### config.mk
export PLATFORM = sky130hd
export DESIGN_NAME = cpu_fetch_unit
export DESIGN_NICKNAME = d
export VERILOG_FILES = /design/src/rtl/cpu_fetch_unit.sv
export SDC_FILE = /design/constraint.sdc
export NUM_CORES = 1
export LEC_CHECK = 0
export ABC_AREA = 1
export ABC_CLOCK_PERIOD_IN_PS = 2600
export CORE_MARGIN = 2
export CORE_UTILIZATION = 39
export CTS_BUF_LIST = sky130_fd_sc_hd__clkbuf_8
export CTS_CLUSTER_DIAMETER = 100
export CTS_CLUSTER_SIZE = 20
export DETAILED_ROUTE_END_ITERATION = 10
export SYNTH_ARGS = -nofsm -noshare
export SYNTH_HDL_FRONTEND = slang
export SYNTH_SLANG_ARGS = --single-unit
### constraint.sdc
create_clock -name clk -period 2.6 [get_ports clk]
set_clock_uncertainty 0.15 [all_clocks]
set_input_delay 0.52 -clock clk [delete_from_list [all_inputs] [get_ports clk]]
set_output_delay 0.52 -clock clk [all_outputs]
set_load 0.02 [all_outputs]
### src/rtl/cpu_fetch_unit.sv
// Instruction fetch front end: issues word addresses to instruction memory, buffers in-order
// responses in a small prefetch queue and hands {instr, pc} to decode.
module cpu_fetch_unit #(
    parameter int                ADDR_W   = 10,
    parameter int                INSTR_W  = 19,
    parameter int                DEPTH    = 4,
    parameter logic [ADDR_W-1:0] RESET_PC = '0
) (
    input  logic               clk,
    input  logic               reset,
    output logic               imem_req_valid,
    output logic [ADDR_W-1:0]  imem_req_addr,
    input  logic               imem_req_ready,
    input  logic               imem_rsp_valid,
    input  logic [INSTR_W-1:0] imem_rsp_data,
    input  logic               redirect_valid,
    input  logic [ADDR_W-1:0]  redirect_pc,
    input  logic               halt,
    output logic               instr_valid,
    output logic [INSTR_W-1:0] instr_data,
    output logic [ADDR_W-1:0]  instr_pc,
    input  logic               instr_ready,
    output logic [ADDR_W-1:0]  fetch_pc,
    output logic               protocol_err
);

    localparam int PTR_W = $clog2(DEPTH);
    localparam int CNT_W = PTR_W + 1;

    // Handshakes: a transfer happens on a rising edge where valid and ready are both 1.
    // valid never depends on ready; imem_rsp has no ready and must always be taken.

    logic [ADDR_W-1:0]  fetch_pc_q;
    logic [ADDR_W-1:0]  rsp_pc_q;
    logic [CNT_W-1:0]   count;
    logic [CNT_W-1:0]   inflight;
    logic [CNT_W-1:0]   drop;
    logic [PTR_W-1:0]   rd_ptr;
    logic [PTR_W-1:0]   wr_ptr;
    logic               protocol_err_q;
    logic [INSTR_W-1:0] q_data [DEPTH];
    logic [ADDR_W-1:0]  q_pc   [DEPTH];

    logic [CNT_W:0]     credit_used;
    logic               req_fire;
    logic               rsp_fire;
    logic               rsp_discard;
    logic               push;
    logic               pop;

    // Queued entries plus outstanding fetches never exceed DEPTH, so a push never hits a full queue.
    assign credit_used    = {1'b0, count} + {1'b0, inflight};
    assign imem_req_valid = reset && !halt && !redirect_valid &&
                            (credit_used < (CNT_W + 1)'(DEPTH));
    assign imem_req_addr  = fetch_pc_q;
    assign fetch_pc       = fetch_pc_q;
    assign protocol_err   = protocol_err_q;

    assign req_fire    = imem_req_valid && imem_req_ready;
    assign rsp_fire    = imem_rsp_valid && (inflight != '0);
    assign rsp_discard = (drop != '0) || redirect_valid;
    assign push        = rsp_fire && !rsp_discard;

    assign instr_valid = (count != '0) && !redirect_valid;
    assign pop         = instr_valid && instr_ready;
    assign instr_data  = (count != '0) ? q_data[rd_ptr] : '0;
    assign instr_pc    = (count != '0) ? q_pc[rd_ptr]   : '0;

    // rsp_pc_q is the address of the next response that will be kept; discarded ones do not advance it.
    always_ff @(posedge clk or negedge reset) begin
        if (!reset) begin
            fetch_pc_q     <= RESET_PC;
            rsp_pc_q       <= RESET_PC;
            count          <= '0;
            inflight       <= '0;
            drop           <= '0;
            rd_ptr         <= '0;
            wr_ptr         <= '0;
            protocol_err_q <= 1'b0;
        end else begin
            if (imem_rsp_valid && (inflight == '0))
                protocol_err_q <= 1'b1;
            if (redirect_valid) begin
                fetch_pc_q <= redirect_pc;
                rsp_pc_q   <= redirect_pc;
                count      <= '0;
                rd_ptr     <= '0;
                wr_ptr     <= '0;
                inflight   <= inflight - CNT_W'(rsp_fire);
                drop       <= inflight - CNT_W'(rsp_fire);
            end else begin
                if (req_fire)
                    fetch_pc_q <= fetch_pc_q + ADDR_W'(1);
                inflight <= inflight + CNT_W'(req_fire) - CNT_W'(rsp_fire);
                if (rsp_fire && (drop != '0))
                    drop <= drop - CNT_W'(1);
                if (push) begin
                    wr_ptr   <= wr_ptr + PTR_W'(1);
                    rsp_pc_q <= rsp_pc_q + ADDR_W'(1);
                end
                if (pop)
                    rd_ptr <= rd_ptr + PTR_W'(1);
                count <= count + CNT_W'(push) - CNT_W'(pop);
            end
        end
    end

    // Entry storage needs no reset: reads are masked while the queue is empty.
    always_ff @(posedge clk) begin
        if (push) begin
            q_data[wr_ptr] <= imem_rsp_data;
            q_pc[wr_ptr]   <= rsp_pc_q;
        end
    end

endmodule
==> flow_metrics.env <==
export IMPL_fp_dieArea_mm2=0.0188
export IMPL_timing_slew_headroom_pct=69.2
export IMPL_inserted_diodes=0
export IMPL_place_gp_congestion=0.805
export IMPL_routedWlPerCell_um=15.6
export IMPL_worstPathArrival_ns=1.86
export IMPL_globalRoute_totalOverflow=0
export IMPL_cp_max_fo=13
export IMPL_die_width_um=137
export IMPL_synth_async_sr_flop_share_pct=22.7
export IMPL_floorplan_rows=48
export IMPL_route_vias_total=4969
export IMPL_worst_setup_path_start_kind="flip-flop"
export IMPL_maxCapViolations=0
export IMPL_post_route_cells_drive_above_1_share_pct=16.7
export IMPL_first_pass_grt_wire_length_um=24600
export IMPL_max_clock_freq_ghz=0.396
export IMPL_multi_input_comb_area_mm2=0.00220
export IMPL_seq_total_area_yosys_pct=62.9
export IMPL_clk_pin_slew_ns=0.08
export IMPL_final_cell_area_mm2=0.00850
export IMPL_fill_cells=1548
export IMPL_most_common_layout_cells="sky130_fd_sc_hd__nor2_1, sky130_fd_sc_hd__edfxtp_1, sky130_fd_sc_hd__nand2_1, sky130_fd_sc_hd__o21ai_0, sky130_fd_sc_hd__clkdlybuf4s50_1"
export IMPL_syn_cell_area_mm2=0.00689
export IMPL_number_of_synthesized_flops_with_an_enable_pin=116
export IMPL_ctsHtreeMaxLevel=4
export IMPL_yosys_warnings=0
export IMPL_cts_buffer_depth=2
export IMPL_p_per_area_mw_per_mm2=893
export IMPL_critical_path_required_time_ns=1.93
export IMPL_global_route_usage_total_pct=17.5
export IMPL_ys_dominant_reg_cell="sky130_fd_sc_hd__edfxtp_1"
export IMPL_cts_hold_buffers_added=0
export IMPL_antenna_violating_nets_post_route=0
export IMPL_layout_area_seq_mm2=0.00434
export IMPL_number_of_clock_buffers_inserted_by_tritoncts=17
export IMPL_synth_area_per_cell_um2=10.4
export IMPL_most_common_cell_after_layout_fill_and_taps_aside="sky130_fd_sc_hd__nor2_1"
export IMPL_timing_worst_setup_path_type="reg -> out"
export IMPL_placeableCoreArea_mm2=0.0173
export IMPL_yosys_cell_types_count=32
export IMPL_peakVddDrop_mv=0.364
export IMPL_grt_max_degree=41
export IMPL_die_height_um=137
export IMPL_cells_after_synth=663
export IMPL_dpl_hpwl_um=10000
export IMPL_io_buffer_count=87
export IMPL_worst_slew_pin_slew_ns=0.462
export IMPL_layout_area_overhead_vs_synth_pct=23.3
export IMPL_timing_final_hold_violations=0
export IMPL_fin_crit_ns=2.53
export IMPL_postLayoutSetupSlackWorst_ns=0.0740
export IMPL_layout_worst_path_cycle_share_pct=97.2
export IMPL_post_layout_nonfiller_instances=1004
export IMPL_routed_wl_um=15600
export IMPL_final_setup_viol_count=0
export IMPL_timing_max_transition_violations_final=0
export IMPL_detailed_place_area_mm2=0.00823
export IMPL_place_detailed_instances=970
export IMPL_drt_pass1_iter_count=4
export IMPL_drtIter0Drc=314
export IMPL_route_detailed_vias_per_inst=4.95
export IMPL_cts_tree="yes"
export IMPL_cts_sinks=150
export IMPL_pin_count=88
export IMPL_grt_setup_unrepaired="yes"
export IMPL_floorplan_initialDensity_pct=39.9
export IMPL_detail_route_drc_violations=0
export IMPL_synth_fp_nets=717
export IMPL_cts_root_buffer_cell="sky130_fd_sc_hd__clkbuf_8"
export IMPL_post_place_ws_ns=-0.374
export IMPL_synth_seq_cells=150
export IMPL_clk_latency_ns=0.45
export IMPL_total_leakage_power_nw=3.40
export IMPL_hold_path_class="reg -> reg"
export IMPL_cp_end_kind="output port"
export IMPL_first_global_vias=4903
export IMPL_outcome="finished, final reports clean"
export IMPL_final_nets=821
export IMPL_grt_antenna_before_repair=0
[critical path: stages (launching register included)]
cell and delay, ns:
sky130_fd_sc_hd__dfrtp_2 0.43, sky130_fd_sc_hd__buf_4 0.22, sky130_fd_sc_hd__nor2_1 0.06, sky130_fd_sc_hd__nor2_1 0.07, sky130_fd_sc_hd__o21ai_0 0.08, sky130_fd_sc_hd__a21oi_1 0.21, sky130_fd_sc_hd__clkdlybuf4s15_1 0.34
[power breakdown]
group / switching [W] / leakage, nW / internal [W] / total, W
logic: 0.00185 / 1.74 / 0.00111 / 0.00296
registers: 0.000191 / 1.47 / 0.00281 / 0.00300
clock network: 0.000807 / 0.193 / 0.000822 / 0.00163
total: 0.00285 / 3.40 / 0.00474 / 0.00759
[logic make-up after synthesis]
| kind of cell | synth area share (%) |
|---|---|
| adders and majority gates | 3.49 |
| buffers and inverters | 6.24 |
| AOI/OAI and AO/OA | 7.62 |
| xor gates and xnor gates | 0.889 |
| DFF | 62.9 |
| and+or+nand+nor | 18.9 |
[sequential cells by signal (all words and copies together), names as in the netlist]
signal	count
q_data	76
q_pc	40
fetch_pc	10
rsp_pc_q	10
count	3
drop	3
inflight	3
rd_ptr	2
wr_ptr	2
protocol_err	1
[worst paths after layout]
kind | end | start | depth (start not counted) | slack, ns
max | instr_pc[0] | rd_ptr[0] | 6 | 0.07
min | protocol_err | protocol_err | 1 | 0.33
max reg2reg | inflight[2] | inflight[2] | 12 | 0.11
min reg2reg | protocol_err | protocol_err | 1 | 0.33
max in group asynchronous | rd_ptr[0] | reset | 2 | 1.40
min in group asynchronous | inflight[0] | reset | 2 | 0.54
[final cells by class]
cell class	count	area share (%)
clock buffers	17	2.75
clock inverters	14	1.43
inverters	46	2.06
multi-input cells	428	25.9
flip-flops and latches	150	51.0
well taps	225	3.31
repair buffers	124	13.6
[through the flow]
stage	total power, W	TNS, ns	utilization, %	hold slack, ns
final	0.00759	0	49.1	0.329
after global routing	0.00811	-0.0193	49.1	0.367
after CTS	0.00769	0	49.5	0.335
after detailed placement	0.00623	-1.10	47.6	0.317
after global placement	0.00616	-0.873	47.6	0.319
after floorplan	0.00489	-20.26	-	0.0744
[per-layer routing]
metal | vias up | GRT usage (%) | part of all wire (%)
met5 | - | 0 | 0
met4 | 0 | 6.70 | 1.8
met3 | 20 | 4.11 | 5.6
met2 | 136 | 29.8 | 49
met1 | 2387 | 21.4 | 43
li1 | 2426 | - | -
[what timing repair did]
action	4_1_cts	5_1_grt
resized for setup	41	59
setup buffers	0	2
pin swaps	0	4
gates cloned	0	1
setup endpoints to repair	31	32
[cells in the mapped netlist, drive strengths merged (2+ instances only)]
library cell / count / share of area (%)
nand3: 52 / 4.7
nand3b: 3 / 0.33
nand2: 93 / 5.2
buf: 27 / 3.0
o21ai: 71 / 5.2
ha: 16 / 2.9
xnor2: 2 / 0.25
nand4: 2 / 0.18
nor2: 147 / 8.3
dfrtp: 34 / 12
or2: 2 / 0.18
fa: 2 / 0.58
clkbuf: 12 / 0.74
xor2: 5 / 0.64
edfxtp: 116 / 51
a21oi: 31 / 2.3
inv: 46 / 2.5
No activity file was read; power rests on OpenSTA's default activity.
